<file path="src/rtl/memu_pkg.sv">
`default_nettype none
// ============================================================================
// Module   : memu_pkg
// Purpose  : Shared definitions for the MEM stage: load/store funct3
//            encodings, FSM state encoding and small helper functions.
// Ports    : none (package)
// Revision : 1.0 - initial release
// ============================================================================
package memu_pkg;

    // Load funct3 encodings
    localparam logic [2:0] F3_LB  = 3'b000;
    localparam logic [2:0] F3_LH  = 3'b001;
    localparam logic [2:0] F3_LW  = 3'b010;
    localparam logic [2:0] F3_LD  = 3'b011;
    localparam logic [2:0] F3_LBU = 3'b100;
    localparam logic [2:0] F3_LHU = 3'b101;
    localparam logic [2:0] F3_LWU = 3'b110;

    // Store funct3 encodings
    localparam logic [2:0] F3_SB  = 3'b000;
    localparam logic [2:0] F3_SH  = 3'b001;
    localparam logic [2:0] F3_SW  = 3'b010;
    localparam logic [2:0] F3_SD  = 3'b011;

    // MEM stage FSM states
    typedef enum logic [1:0] {
        ST_IDLE   = 2'd0,
        ST_REQ    = 2'd1,
        ST_WAIT_R = 2'd2
    } state_e;

    // Byte offset inside the 64-bit word converted to a bit shift amount.
    function automatic logic [5:0] byte_to_bit_shift(input logic [2:0] offset);
        return {offset, 3'b000};
    endfunction

endpackage : memu_pkg
`default_nettype wire

</file>
<file path="src/rtl/memu_align.sv">
`default_nettype none
// ============================================================================
// Module   : mem_align
// Purpose  : Purely combinational data alignment for the MEM stage.
//            - store byte-lane mask and replicated write data
//            - load extract (shift by byte offset) and sign/zero extension
//            - misalignment check for an incoming access
// Ports    :
//   funct3     in  3   access type of the latched instruction
//   offset     in  3   byte offset (addr[2:0]) of the latched instruction
//   store_src  in  64  rs2 value to be stored
//   load_raw   in  64  raw read data from the bus
//   chk_funct3 in  3   access type of the instruction being accepted
//   chk_offset in  3   byte offset of the instruction being accepted
//   wmask      out 8   byte-lane write mask
//   wdata      out 64  replicated store data
//   load_data  out 64  aligned and extended load result
//   misalign   out 1   incoming access is not naturally aligned
// Revision : 1.0 - initial release
// ============================================================================
module mem_align
    import memu_pkg::*;
(
    input  logic [2:0]  funct3,
    input  logic [2:0]  offset,
    input  logic [63:0] store_src,
    input  logic [63:0] load_raw,
    input  logic [2:0]  chk_funct3,
    input  logic [2:0]  chk_offset,
    output logic [7:0]  wmask,
    output logic [63:0] wdata,
    output logic [63:0] load_data,
    output logic        misalign
);

    logic [63:0] shifted;

    assign shifted = load_raw >> byte_to_bit_shift(offset);

    // Store side: data is replicated across all lanes so the mask alone
    // selects the bytes written, whatever the offset.
    always_comb begin
        wmask = 8'hFF;
        wdata = store_src;
        case (funct3)
            F3_SB: begin
                wmask = 8'h01 << offset;
                wdata = {8{store_src[7:0]}};
            end
            F3_SH: begin
                wmask = 8'h03 << offset;
                wdata = {4{store_src[15:0]}};
            end
            F3_SW: begin
                wmask = 8'h0F << offset;
                wdata = {2{store_src[31:0]}};
            end
            F3_SD: begin
                wmask = 8'hFF;
                wdata = store_src;
            end
            default: begin
                wmask = 8'hFF;
                wdata = store_src;
            end
        endcase
    end

    // Load side
    always_comb begin
        load_data = shifted;
        case (funct3)
            F3_LB:   load_data = {{56{shifted[7]}},  shifted[7:0]};
            F3_LBU:  load_data = {56'd0,             shifted[7:0]};
            F3_LH:   load_data = {{48{shifted[15]}}, shifted[15:0]};
            F3_LHU:  load_data = {48'd0,             shifted[15:0]};
            F3_LW:   load_data = {{32{shifted[31]}}, shifted[31:0]};
            F3_LWU:  load_data = {32'd0,             shifted[31:0]};
            F3_LD:   load_data = shifted;
            default: load_data = shifted;
        endcase
    end

    // Natural alignment: the size field is shared between loads and stores,
    // so the load encodings cover the store ones as well.
    always_comb begin
        misalign = 1'b0;
        case (chk_funct3)
            F3_LB, F3_LBU: misalign = 1'b0;
            F3_LH, F3_LHU: misalign = chk_offset[0];
            F3_LW, F3_LWU: misalign = |chk_offset[1:0];
            default:       misalign = |chk_offset;
        endcase
    end

endmodule : mem_align
`default_nettype wire

</file>
<file path="src/rtl/memu.sv">
`default_nettype none
// ============================================================================
// Module   : memu
// Purpose  : Memory-access stage of the RV64 pipeline. Accepts one
//            instruction per cycle from EX, runs load/store transactions
//            on the data bus (valid/ready request, separate rvalid
//            response), aligns load data and registers the MEM/WB fields.
// Ports    :
//   clk, rst_n              clock, synchronous active-low reset
//   i_valid / o_ready       EX handshake
//   i_mem_read/i_mem_write  load / store flags
//   i_funct3                access size and signedness
//   i_alu_result            address (memory ops) or rd data
//   i_rs2_data              store data
//   i_rd_addr, i_rd_wen     destination register
//   o_dmem_*                bus request (valid, addr, wen, wdata, wmask)
//   i_dmem_ready            bus request accepted
//   i_dmem_rvalid/rdata     bus read response
//   o_wb_valid              one-cycle pulse per retired instruction
//   o_rd_*, o_mem_read,
//   o_mem_rdata, o_misalign registered MEM/WB fields
// Revision : 1.0 - initial release
// ============================================================================
module memu
    import memu_pkg::*;
(
    input  logic        clk,
    input  logic        rst_n,
    input  logic        i_valid,
    output logic        o_ready,
    input  logic        i_mem_read,
    input  logic        i_mem_write,
    input  logic [2:0]  i_funct3,
    input  logic [63:0] i_alu_result,
    input  logic [63:0] i_rs2_data,
    input  logic [4:0]  i_rd_addr,
    input  logic        i_rd_wen,
    output logic        o_dmem_valid,
    input  logic        i_dmem_ready,
    output logic [63:0] o_dmem_addr,
    output logic        o_dmem_wen,
    output logic [63:0] o_dmem_wdata,
    output logic [7:0]  o_dmem_wmask,
    input  logic        i_dmem_rvalid,
    input  logic [63:0] i_dmem_rdata,
    output logic        o_wb_valid,
    output logic        o_rd_wen,
    output logic [4:0]  o_rd_addr,
    output logic [63:0] o_rd_data,
    output logic        o_mem_read,
    output logic [63:0] o_mem_rdata,
    output logic        o_misalign
);

    state_e      state;

    // Instruction latched at accept time for the duration of the access
    logic [63:0] lat_addr;
    logic [63:0] lat_rs2;
    logic [2:0]  lat_funct3;
    logic [4:0]  lat_rd_addr;
    logic        lat_rd_wen;
    logic        lat_is_load;

    logic        accept;
    logic        in_is_mem;
    logic        in_req;
    logic        in_misalign;
    logic [7:0]  al_wmask;
    logic [63:0] al_wdata;
    logic [63:0] al_load;

    assign o_ready   = (state == ST_IDLE);
    assign in_req    = (state == ST_REQ);
    assign accept    = i_valid && o_ready;
    assign in_is_mem = i_mem_read || i_mem_write;

    mem_align u_align (
        .funct3     (lat_funct3),
        .offset     (lat_addr[2:0]),
        .store_src  (lat_rs2),
        .load_raw   (i_dmem_rdata),
        .chk_funct3 (i_funct3),
        .chk_offset (i_alu_result[2:0]),
        .wmask      (al_wmask),
        .wdata      (al_wdata),
        .load_data  (al_load),
        .misalign   (in_misalign)
    );

    // Bus request is driven from latched state only, so it stays stable
    // while ready is low; outside REQ every request field reads as zero.
    assign o_dmem_valid = in_req;
    assign o_dmem_addr  = in_req ? {lat_addr[63:3], 3'b000} : 64'd0;
    assign o_dmem_wen   = in_req && !lat_is_load;
    assign o_dmem_wdata = in_req ? al_wdata : 64'd0;
    assign o_dmem_wmask = in_req ? al_wmask : 8'd0;

    always_ff @(posedge clk) begin
        if (!rst_n) begin
            state       <= ST_IDLE;
            lat_addr    <= 64'd0;
            lat_rs2     <= 64'd0;
            lat_funct3  <= 3'd0;
            lat_rd_addr <= 5'd0;
            lat_rd_wen  <= 1'b0;
            lat_is_load <= 1'b0;
            o_wb_valid  <= 1'b0;
            o_rd_wen    <= 1'b0;
            o_rd_addr   <= 5'd0;
            o_rd_data   <= 64'd0;
            o_mem_read  <= 1'b0;
            o_mem_rdata <= 64'd0;
            o_misalign  <= 1'b0;
        end else begin
            // Pulses default low; data fields hold their last value
            o_wb_valid <= 1'b0;
            o_rd_wen   <= 1'b0;
            o_misalign <= 1'b0;

            case (state)
                ST_IDLE: begin
                    if (accept) begin
                        if (!in_is_mem) begin
                            o_wb_valid <= 1'b1;
                            o_rd_wen   <= i_rd_wen;
                            o_rd_addr  <= i_rd_addr;
                            o_rd_data  <= i_alu_result;
                            o_mem_read <= 1'b0;
                        end else begin
                            lat_addr    <= i_alu_result;
                            lat_rs2     <= i_rs2_data;
                            lat_funct3  <= i_funct3;
                            lat_rd_addr <= i_rd_addr;
                            lat_rd_wen  <= i_rd_wen;
                            lat_is_load <= i_mem_read;
                            if (in_misalign) begin
                                // Retire immediately as a trap marker, no bus access
                                o_wb_valid <= 1'b1;
                                o_misalign <= 1'b1;
                            end else begin
                                state <= ST_REQ;
                            end
                        end
                    end
                end

                ST_REQ: begin
                    if (i_dmem_ready) begin
                        if (lat_is_load) begin
                            state <= ST_WAIT_R;
                        end else begin
                            state      <= ST_IDLE;
                            o_wb_valid <= 1'b1;
                        end
                    end
                end

                ST_WAIT_R: begin
                    if (i_dmem_rvalid) begin
                        state       <= ST_IDLE;
                        o_wb_valid  <= 1'b1;
                        o_rd_wen    <= lat_rd_wen;
                        o_rd_addr   <= lat_rd_addr;
                        o_rd_data   <= lat_addr;
                        o_mem_read  <= 1'b1;
                        o_mem_rdata <= al_load;
                    end
                end

                default: state <= ST_IDLE;
            endcase
        end
    end

endmodule : memu
`default_nettype wire

</file>
<file path="config.mk">
export PLATFORM = sky130hd
export DESIGN_NAME = memu
export DESIGN_NICKNAME = d
export VERILOG_FILES = /design/src/rtl/memu_pkg.sv /design/src/rtl/memu_align.sv /design/src/rtl/memu.sv
export SDC_FILE = /design/constraint.sdc
export NUM_CORES = 1
export LEC_CHECK = 0
export ABC_AREA = 1
export CORE_AREA = 5 5 186 188
export CTS_BUF_LIST = sky130_fd_sc_hd__clkbuf_2 sky130_fd_sc_hd__clkbuf_4 sky130_fd_sc_hd__clkbuf_8
export DETAILED_ROUTE_END_ITERATION = 7
export DIE_AREA = 0 0 191 193
export GPL_TIMING_DRIVEN = 0
export PLACE_DENSITY_LB_ADDON = 0.1
export SLEW_MARGIN = 20
export SYNTH_ARGS = -nofsm -noshare
export SYNTH_HDL_FRONTEND = slang
export SYNTH_SLANG_ARGS = --single-unit
</file>
<file path="constraint.sdc">
create_clock -name clk -period 2.9 [get_ports clk]
set_input_delay 0.58 -clock clk [delete_from_list [all_inputs] [get_ports clk]]
set_output_delay 0.58 -clock clk [all_outputs]
set_load 0.02 [all_outputs]
</file>
After elaboration in Yosys (flattened, before gate mapping)
Index checks and enable logic that the tools add are counted.
{"block": "word_totals", "out_inout_bits": 276, "elab_cells": 91, "ram_bits": 0, "memories": 0, "romBits": 0, "ff_bits": 277, "latch_bits": 0, "in_bits": 208}
{"block": "classes", "addsub": 0, "n_reduce_logical": 18, "muxes": 37, "n_shift": 4, "order_cmp": 0, "div": 0, "eq_ne": 18, "bitwise_logic": 0, "n_mul": 0}
{"operator": "case mux 64 bit (6 select lines)", "count": 1}
{"operator": "2-to-1 mux 64 bit", "count": 5}
{"operator": "case mux 64 bit (3 select lines)", "count": 1}
{"operator": "case mux 64 bit (2 select lines)", "count": 1}
{"operator": ">> shifter 64 x 6 -> 64 bit", "count": 1}
{"operator": "case mux 8 bit (3 select lines)", "count": 1}
{"operator": "equality test 3 bit (second input constant)", "count": 6}
{"operator": "2-to-1 mux 5 bit", "count": 3}
{"operator": "2-to-1 mux 1 bit", "count": 12}
{"operator": "2-to-1 mux 2 bit", "count": 6}
{"operator": "case mux 5 bit (2 select lines)", "count": 1}
{"operator": "2-to-1 mux 8 bit", "count": 1}
{"operator": "inequality test 2 bit (second input constant)", "count": 4}
{"operator": "AND reduction 4 bit", "count": 2}
{"operator": "OR reduction 2 bit", "count": 4}
{"operator": "left shift 1 x 3 -> 8 bit (first input constant)", "count": 1}
{"operator": "left shift 2 x 3 -> 8 bit (first input constant)", "count": 1}
{"operator": "left shift 4 x 3 -> 8 bit (first input constant)", "count": 1}
{"operator": "equality test 3 x 1 -> 1 bit (second input constant)", "count": 2}
{"operator": "equality test 3 x 2 -> 1 bit (second input constant)", "count": 2}
{"operator": "zero test 3 bit", "count": 2}
{"operator": "case mux 1 bit (3 select lines)", "count": 2}
{"operator": "case mux 2 bit (3 select lines)", "count": 1}
{"operator": "AND reduction 5 bit", "count": 1}
{"operator": "12 further kinds", "count": 15}

Depth between registers and ports, before layout
Gate-level depths: netlist of the first run.
{"block": "depth", "ltp_word": 7, "depth_mapped": 13}

Modules after synthesis
From an unflattened synthesis of the first run, not the netlist that was laid out.
{"block": "unflattened", "cells_unflattened": 2319, "area_unflattened_um2": 14815.5}
{"mod": "memu", "instances": 1, "cells_per_inst": 1608, "seq_area_each_um2": 5545.3, "area_each_um2": 11300.8}
{"mod": "mem_align", "instances": 1, "cells_per_inst": 711, "seq_area_each_um2": 0.0, "area_each_um2": 3514.6}

Worst setup path after synthesis of the first run
OpenSTA, ideal clock, no wires.
{"block": "synth_timing", "path_kind": "register to output", "startpoint": "register lat_funct3[1]", "endpoint": "output o_dmem_wdata[32]", "path_buffers": 3, "t_arrival_ps": 1645, "stages_incl_launch_ff": 8, "setup_slack_ps": 675, "cell_sequence": "dfxtp_1 -> buf_2 -> nand2_1 -> nand2_1 -> inv_1 -> clkbuf_1 -> clkbuf_1 -> o31ai_1"}
{"block": "synth_between", "elab_chain_len": 3, "word_cells_on_any_way": 5}
{"item": "start, declared", "line_no": "memu.sv:60", "text": "logic [2:0] lat_funct3;"}
{"item": "start signal, assigned", "line_no": "memu.sv:133", "text": "lat_funct3 <= i_funct3;"}
{"item": "equality test 3 x 2 -> 1 bit (tied with other cells)", "line_no": "memu_align.sv:45", "text": "case (funct3)"}
{"item": "case mux 64 bit (3 select lines) *", "line_no": "memu_align.sv:45"}
{"item": "2-to-1 mux 64 bit *", "line_no": "memu.sv:96", "text": "assign o_dmem_wdata = in_req ? al_wdata : 64'd0;"}
{"item": "end, declared", "line_no": "memu.sv:42", "text": "output logic [63:0] o_dmem_wdata,"}
Every way passes the cells marked *; elsewhere a longest branch is shown, timed or not.

Final worst setup path of the first run
{"block": "layout_timing", "startpoint": "register lat_funct3[1]", "endpoint": "output o_dmem_wmask[6]"}
{"block": "layout_between", "elab_chain_len": 3, "word_cells_on_any_way": 5}
{"item": "equality test 3 x 2 -> 1 bit (tied with other cells)", "line_no": "memu_align.sv:45"}
{"item": "case mux 8 bit (3 select lines) *", "line_no": "memu_align.sv:45"}
{"item": "2-to-1 mux 8 bit *", "line_no": "memu.sv:97", "text": "assign o_dmem_wmask = in_req ? al_wmask : 8'd0;"}
{"item": "end, declared", "line_no": "memu.sv:43", "text": "output logic [7:0] o_dmem_wmask,"}
Marks and branches as above.

==> results, run 1 <==
- The run finished with clean final reports.
- Cells with a size suffix above 1 make up 12.1% of the layout.
- Port buffering added around 480 buffers.
- The first global-routing pass estimated 90700 um of wire.
- The remaining global-route overflow is 0.
- The number of nets in the layout is 2805.
- The wire length on met2 is 28900 um.
- For this block, the routed nets add up to 61900 um of wire.
- In the final routed layout, each cell accounts on average for 20.0 um.
- In the final routing, the length of wire on met1 measures roughly 25000 um.
- The ratio of routed vias to standard cells is around 5.3.
- The H-tree was split into 2 levels.
- After clock tree synthesis, the clock-pin slew on the worst setup and hold paths is 0.07 ns.
- Setup violations remaining at the end of the flow were counted as 0.
- The clock tree buffer depth is 3.
- Across the run, the number of max-cap violations was 0.
- The number of core rows is 67.
- The tightest min-delay check is of the reg -> reg type.
- The finished cells cover 19800 um^2.
- The highest layer used for signal routing is met5.
- The sort of element at the end of the critical path is a primary output.
- The arithmetic-cell share of the synthesized area counting full adders, half adders and majority gates is 0%.
- The worst setup path is of the reg -> out kind.
- Setup repair after global routing left no endpoint under its margin.
- The number of slew-limit violations in the final report is 0.
- Once detail routing completed, the nets flagged for antenna violations numbered 0.
- The first routing iteration left between 1000 and 1500 violations.
- For the worst setup path, the data required time is 2.32 ns.
- Data arrives at the worst endpoint at around 2.3 ns.
- The post-detailed-placement half-perimeter wirelength is 49400 um.
- After layout, the worst path uses 97.8% of the clock period.
- Of the total synthesized cell area, the portion taken by XOR and XNOR cells is 0%.
- Measured along the x axis, the die boundary spans between 150 and 200 um.
- Relative to the synthesized area, the layout overhead comes to 46.6%.
- The initial utilization of the core area, before any placement, comes to approximately two fifths.
- The maximum fanout count along the critical path is 7.
- Summing the sequential cell areas from Yosys gives 41.0% of the chip area.
- The number of global-route vias before repair came to 15500.
- For this run, design rule violations remaining after detail routing come to 0.
- In this run the standard cell core region covers 32900 um^2.
- After Yosys synthesis, and, or, nand and nor cells account for 22.2% of the synthesized area.
- The clock insertion delay at the later pin of the skew report is slightly below 0.6 ns.
- The worst-case clock skew is 0.0284 ns.
- The number of clock buffers added by TritonCTS is 47.
- The distinct cell type count of the synthesized netlist is 33.
- The highest clock rate is 353 MHz.
- The yosys synthesis warning count is 0.
- The maximum vdd drop is between 0.4 and 0.5 mV.
- The post-route worst hold slack is 0.448 ns.
- The CTS tree is done.
- The number of antenna violations at the first check in global routing came to 7.
- The type of origin of the critical path is a register.
- The cell at the root of the clock tree is sky130_fd_sc_hd__clkbuf_8.
- In the synthesized netlist, mux cells make up 0% of the area.
- From bottom edge to top edge, the die measures just under 200 um.
- The largest total area in the synthesized netlist belongs to sky130_fd_sc_hd__dfxtp_1.
- The fraction of the mapped netlist area in compound gates is 26.6%.
- Ranked by total cell area, the synthesized netlist is headed by sky130_fd_sc_hd__dfxtp_1 41%, sky130_fd_sc_hd__o21ai_0 14%, sky130_fd_sc_hd__nand2_1 10%.
- The number of optimization iterations in the first detailed-route pass is 6.
- The cell area after placement is ~19000 um^2.
- For the pin with the worst max-slew slack, the measured transition is 0.892 ns.
- The final count of hold timing violations came to 0.
- For this design the static power due to leakage is ~8.3 nW.
- The via total after detailed routing is 16200.
- Pin placement for this block handled 484 I/O pins.
- The normalized max-slew margin is 40.6%.
- The die area is 36900 um^2.
- The number of synthesized register bits is ~280.
- The post-synth design cell area is 13500 um^2.
- By area, the combinational part of the netlist is dominated by compound AO/OA/AOI/OAI gates.
- The all-layer global routing usage is a little under a third.
- The largest net degree at the start of global routing is 20.
- After synthesis, the largest area contributor takes up roughly two fifths of total cell area.
- The weighted congestion reported at the end of routability-driven placement is 0.980.
- Subtracting the final worst setup slack from the clock period gives 2.84 ns.
- The average cell area after synthesis is 6.55 um^2.
- In the detailed route, the total length drawn on met3 is 6080 um.
- The gate count of the mapped netlist is 2065.
- Dividing total power by cell area gives a power density of around 860 nW/um^2.
- The clock drives 277 sinks.
-- cell families (layout without fill, tap and decap cells) --
group | count (synthesis) | count (layout)
and+or+nand+nor | 758 | 758
other | 1 | 11
DFF | 277 | 277
buffers and inverters | 348 | 912
AOI/OAI and AO/OA | 681 | 681
-- sequential cells by signal (all words and copies together) (netlist names) --
| name | cells |
|---|---|
| lat_addr | 64 |
| lat_rs2 | 64 |
| o_mem_rdata | 64 |
| o_rd_data | 64 |
| lat_rd_addr | 5 |
| o_rd_addr | 5 |
| lat_funct3 | 3 |
| state | 2 |
| lat_is_load | 1 |
| lat_rd_wen | 1 |
| o_mem_read | 1 |
| o_misalign | 1 |
| o_rd_wen | 1 |
| o_wb_valid | 1 |
-- worst max-delay path, stage by stage (launching register included) --
cell	delay, ns
sky130_fd_sc_hd__dfxtp_1	0.30
sky130_fd_sc_hd__buf_4	0.17
sky130_fd_sc_hd__inv_4	0.11
sky130_fd_sc_hd__nand3_4	0.11
sky130_fd_sc_hd__clkbuf_8	0.18
sky130_fd_sc_hd__o21ai_2	0.13
sky130_fd_sc_hd__nand2_1	0.08
sky130_fd_sc_hd__o21ai_2	0.09
sky130_fd_sc_hd__a21oi_1	0.10
sky130_fd_sc_hd__nor2_2	0.22
sky130_fd_sc_hd__buf_6	0.16
-- path summary, 6_finish.rpt --
path | start | to | slack [ns] | depth (start not counted)
setup / recovery | lat_funct3[1] | o_dmem_wmask[6] | 0.06 | 10
setup reg to reg | state[1] | lat_rd_addr[2] | 0.73 | 7
hold reg to reg | lat_rd_addr[3] | lat_rd_addr[3] | 0.45 | 2
hold / removal | lat_rd_addr[3] | lat_rd_addr[3] | 0.45 | 2
-- cell usage in the layout (no fill, tap or decap), drive strengths merged --
master	n
a21oi	207
clkinv	4
o21a	7
o21bai	22
a21boi	7
bufinv	2
inv	186
clkinvlp	1
diode	8
clkbuf	229
nand3b	2
conb	3
o21ai	411
dfxtp	277
or2	1
nor2	309
o31ai	7
dlygate4sd2	21
nand4	10
nand3	57
clkdlybuf4s15	35
o221ai	16
nand2	378
buf	88
clkdlybuf4s50	346
a31oi	1
nor3	1
o211ai	2
a32oi	1
-- power by group --
| group | internal (mW) | switching (mW) |
|---|---|---|
| clock network | 2.15 | 1.64 |
| registers | 4.75 | 0.412 |
| logic | 2.85 | 5.33 |
| total | 9.74 | 7.38 |
-- cell type report --
| type | count | area, um^2 |
|---|---|---|
| diodes | 8 | 20.0 |
| plain buffers | 158 | 757 |
| clock buffers | 75 | 901 |
| clock inverters | 8 | 98.8 |
| fillers | 3249 | 13100 |
| inverters | 185 | 699 |
| multi-input cells | 1442 | 6750 |
| flip-flops and latches | 277 | 5550 |
| well taps | 448 | 561 |
| repair buffers | 486 | 4480 |
-- per-layer routing --
layer,global-route usage (%),vias to the layer above
met5,0,-
met4,11.0,4
met3,7.31,131
met2,53.4,811
met1,40.2,7457
li1,-,7815
-- cell usage after synthesis --
| cell type | number |
|---|---|
| sky130_fd_sc_hd__a21boi_1 | 7 |
| sky130_fd_sc_hd__a21oi_1 | 207 |
| sky130_fd_sc_hd__a31oi_1 | 1 |
| sky130_fd_sc_hd__a32oi_1 | 1 |
| sky130_fd_sc_hd__buf_1 | 12 |
| sky130_fd_sc_hd__buf_2 | 34 |
| sky130_fd_sc_hd__buf_4 | 6 |
| sky130_fd_sc_hd__buf_6 | 1 |
| sky130_fd_sc_hd__clkbuf_1 | 110 |
| sky130_fd_sc_hd__conb_1 | 1 |
| sky130_fd_sc_hd__dfxtp_1 | 277 |
| sky130_fd_sc_hd__inv_1 | 178 |
| sky130_fd_sc_hd__inv_2 | 7 |
| sky130_fd_sc_hd__nand2_1 | 377 |
| sky130_fd_sc_hd__nand2_2 | 1 |
| sky130_fd_sc_hd__nand3_1 | 55 |
| sky130_fd_sc_hd__nand3_2 | 2 |
| sky130_fd_sc_hd__nand3b_1 | 1 |
| sky130_fd_sc_hd__nand3b_4 | 1 |
| sky130_fd_sc_hd__nand4_1 | 10 |
| sky130_fd_sc_hd__nor2_1 | 302 |
| sky130_fd_sc_hd__nor2_2 | 6 |
| sky130_fd_sc_hd__nor2_4 | 1 |
| sky130_fd_sc_hd__nor3_1 | 1 |
| sky130_fd_sc_hd__o211ai_1 | 1 |
| sky130_fd_sc_hd__o211ai_2 | 1 |
| sky130_fd_sc_hd__o21a_1 | 7 |
| sky130_fd_sc_hd__o21ai_0 | 390 |
| sky130_fd_sc_hd__o21ai_1 | 21 |
| sky130_fd_sc_hd__o21bai_1 | 22 |
| sky130_fd_sc_hd__o221ai_1 | 16 |
| sky130_fd_sc_hd__o31ai_1 | 7 |
| sky130_fd_sc_hd__or2_2 | 1 |
-- metrics by stage --
step,std cells,worst slack [ns],utilization (%),setup TNS [ns],power [mW]
2_1_floorplan,2067,0.675,-,0,9.73
3_3_place_gp,2994,-0.362,57.3,-17.65,13.1
3_5_place_dp,2994,-0.362,57.3,-17.52,13.2
4_1_cts,3077,-0.0349,60.8,-0.0845,17.1
5_1_grt,3084,0.00116,60.1,0,18.1
6_report,3087,0.0635,60.2,0,17.1
-- repair_timing --
item	4_1_cts	5_1_grt
endpoints found under the setup margin	135	128
cloned	1	0
gates resized for setup	387	114
hold buffers	0	0
setup buffers	4	2
pin swaps	3	2
Power figures use the tool's default switching activity.
==> inputs of run 2 (changes only) <==
==> constraint.sdc (replaced) <==
create_clock -name clk -period 2.7 [get_ports clk]
set_input_delay 0.54 -clock clk [delete_from_list [all_inputs] [get_ports clk]]
set_output_delay 0.54 -clock clk [all_outputs]
set_load 0.02 [all_outputs]
==> run 2 against run 1 <==
Worst hold slack is essentially flat. Critical path depth is the same. Largest power group unchanged. Total power grew 8.8%.
==> results, run 2 (same netlist as run 1, synthesis figures left out) <==
- At the worst endpoint, the arrival time is 2.15 ns.
- The first global-routing pass estimated 90800 um of wire.
- The setup violation total in the final timing report is 0.
- The final count of hold timing violations is 0.
- For the worst setup path, the data required time is around 2.2 ns.
- The die span in y is about 190 um.
- In this design, the stage delay of the slowest critical-path cell is 0.32 ns.
- In the routed design, unresolved DRC markers number 0.
- Clock tree synthesis inserted a total of 47 buffers.
- The register clock-pin slew on the reported worst setup and hold paths is 0.06 ns.
- The maximum vdd drop is 0.449 mV.
- The number of slew-limit violations in the final report is 0.
- The library cells used most frequently in the layout, excluding fill and tap cells, are 387 x sky130_fd_sc_hd__o21ai_0, 372 x sky130_fd_sc_hd__nand2_1, 344 x sky130_fd_sc_hd__clkdlybuf4s50_1, 287 x sky130_fd_sc_hd__nor2_1, 272 x sky130_fd_sc_hd__dfxtp_1.
- The share of the clock period used by the worst path is between 90% and 100%.
- The highest clock rate is 372 MHz.
- Power comes to 18.6 mW.
- The setup TNS is 0 ns.
- The worst setup path is captured at a primary output.
- The number of core rows is 67.
- The slowest stage of the critical path belongs to the cell sky130_fd_sc_hd__dfxtp_2.
- In this run the critical register-to-register path is launched from state[1].
- The maximum fanout count along the critical path is 5.
- The cell at the root of the clock tree is sky130_fd_sc_hd__clkbuf_8.
- The average routed wire per standard cell is 20.1 um.
- In this run the worst setup path terminates at o_dmem_wmask[2].
- For this design the ratio of total power to cell area is 933 nW/um^2.
- The top-level I/O count is 484.
- The die area is 36900 um^2.
- The area of the placeable core is 32900 um^2.
- Compared with the post-synthesis result, the final layout area differs by 47.6%.
- The normalized max-slew margin is a little over a third.
- The number of antenna violations at the first check in global routing came to 7.
- The via total after detailed routing is 16200.
- Detailed placement ended at an HPWL of 49400 um.
- The worst path needs 2.69 ns of the cycle, external delays included.
- The path type of the worst min-delay path is reg -> reg.
- The destination of the worst register-to-register timing path is lat_rd_addr[2].
- The remaining number of nets flagged by the antenna check after routing is 0.
- In the final layout, the multi-input gates occupy between 6000 and 7000 um^2.
- Once layout is complete, the utilization of the core stands at 60.6%.
- In the final layout, flip-flops and latches occupy 5550 um^2.
- The number of clock sinks is 277.
- Port buffering added 479 buffers.
- In this run the register-to-register setup slack is approximately 0.50 ns.
- The critical path is of the reg -> out type.
- The initial utilization of the core area, before any placement, comes to 41.0%.
- After detailed routing, the number of vias per cell comes to 5.26.
- The worst setup path startpoint is lat_funct3[1].
- The leakage dissipation is between 8 and 9 nW.
- The run finished with clean final reports.
- Fill cells in the final layout number 3236.
- For the pin with the worst max-slew slack, the measured transition is slightly below 1 ns.
- The number of global-route vias before repair came to ~15000.
- The die is 191 um wide.
- After the first detailed-routing iteration, the DRC count stood at ~1300.
- Across the run, the number of max-cap violations was 0.
- The longest clock path from root to sink contains 3 buffers.
- The congestion estimate from routability-driven global placement came to 0.980.
- The number of optimization iterations in the first detailed-route pass is 6.
- The CTS tree is done.
- The clock insertion delay at the later pin of the skew report is 0.60 ns.
- Of the cells placed in the final design, the portion with a size suffix greater than 1 is between 10 and 15%.
- Traced cell by cell, the critical path runs through buf_6, inv_8, nand3_4, buf_8, o21ai_4, nand2_1, o21ai_2, nand2_1, a21oi_2, buf_6.
- Global routing used a little under a third of the available tracks across all layers.
- Leaving out fill and tap cells, the most frequent cell in the layout is sky130_fd_sc_hd__o21ai_0.
- The number of levels in the clock H-tree is 2.
- Entering global routing, the biggest net connects 20 pins.
- The worst reg-to-reg path cell count is 7.
- The remaining global-route overflow is 0.
- The total wire length is around 62000 um.
- The post-route worst hold slack is 0.448 ns.
- STA classifies the critical path startpoint as a register.
- The worst-case clock skew is 0.0300 ns.
- The number of nets in the layout is 2809.
- Setup repair after global routing could not meet its margin everywhere.
## run 2: cell count changes in the layout (fill, tap and decap cells not counted), sizes merged, moves of 2 or more
cell / before / now
clkbuf: 229 / 185
clkdlybuf4s50: 346 / 344
dlygate4sd2: 21 / 10
buf: 88 / 171
clkdlybuf4s15: 35 / 13
## run 2: worst min path at each step
stage                   start        endpoint  cells after the start
5_1_grt        lat_rd_addr[4]  lat_rd_addr[4]                      2
2_1_floorplan  lat_rd_addr[0]  lat_rd_addr[0]                      2
4_1_cts        lat_rd_addr[3]  lat_rd_addr[3]                      2
3_5_place_dp   lat_rd_addr[3]  lat_rd_addr[3]                      2
3_3_place_gp   lat_rd_addr[2]  lat_rd_addr[2]                      2
6_report       lat_rd_addr[4]  lat_rd_addr[4]                      2
## run 2: cell type report
type / instances / area share (%)
inverter: 185 / 3.60
clock buffer: 75 / 4.51
sequential: 277 / 27.8
multi-input combinational: 1442 / 34.6
antenna: 7 / 0.0878
buffer: 157 / 4.08
clock inverter: 8 / 0.495
tap: 448 / 2.81
timing repair buffer: 491 / 22.0
## run 2: power breakdown
| part | internal (mW) | switching [mW] | total [mW] | leakage [nW] |
|---|---|---|---|---|
| registers | 5.10 | 0.450 | 5.55 | 2.28 |
| logic | 3.16 | 5.83 | 8.99 | 5.60 |
| clock network | 2.30 | 1.77 | 4.08 | 0.535 |
## run 2: metrics by stage
step	worst slack [ns]	std cells	area, um^2
after floorplan	0.515	2067	13500
after global placement	-0.522	2994	18900
after detailed placement	-0.522	2994	18900
after CTS	-0.0220	3077	19900
after global routing	-0.0506	3088	19900
final	0.00955	3090	20000
## run 2: critical path: cells and delay by family (launching register included)
family                 cells  cell delay (ns)
AOI/OAI and AO/OA          3             0.43
and+or+nand+nor            3             0.28
DFF                        1             0.32
buffers and inverters      4             0.53
## run 2: repair_timing
item	CTS	global route
buffers inserted	4	7
setup endpoints to repair	135	120
cloned	1	0
hold buffers	0	0
hold endpoints to repair	0	0
gates resized for setup	611	95
pin swaps	3	7
## run 2: metal layers
metal,up-vias,GRT usage (%),wire length (um)
met5,-,0,28
met1,7504,40.3,25400
met4,4,11.0,2140
li1,7816,-,-
met3,127,7.26,5700
met2,793,53.5,28900
==> inputs of run 3 (changes only) <==
--- a/config.mk
+++ b/config.mk
@@ -12,7 +12,7 @@
 export DIE_AREA = 0 0 191 193
 export GPL_TIMING_DRIVEN = 0
 export PLACE_DENSITY_LB_ADDON = 0.1
-export SLEW_MARGIN = 20
+export SLEW_MARGIN = 5
 export SYNTH_ARGS = -nofsm -noshare
 export SYNTH_HDL_FRONTEND = slang
 export SYNTH_SLANG_ARGS = --single-unit
==> results of run 3 <==
No change in the layout: final DEF, timing and power equal those of run 2.
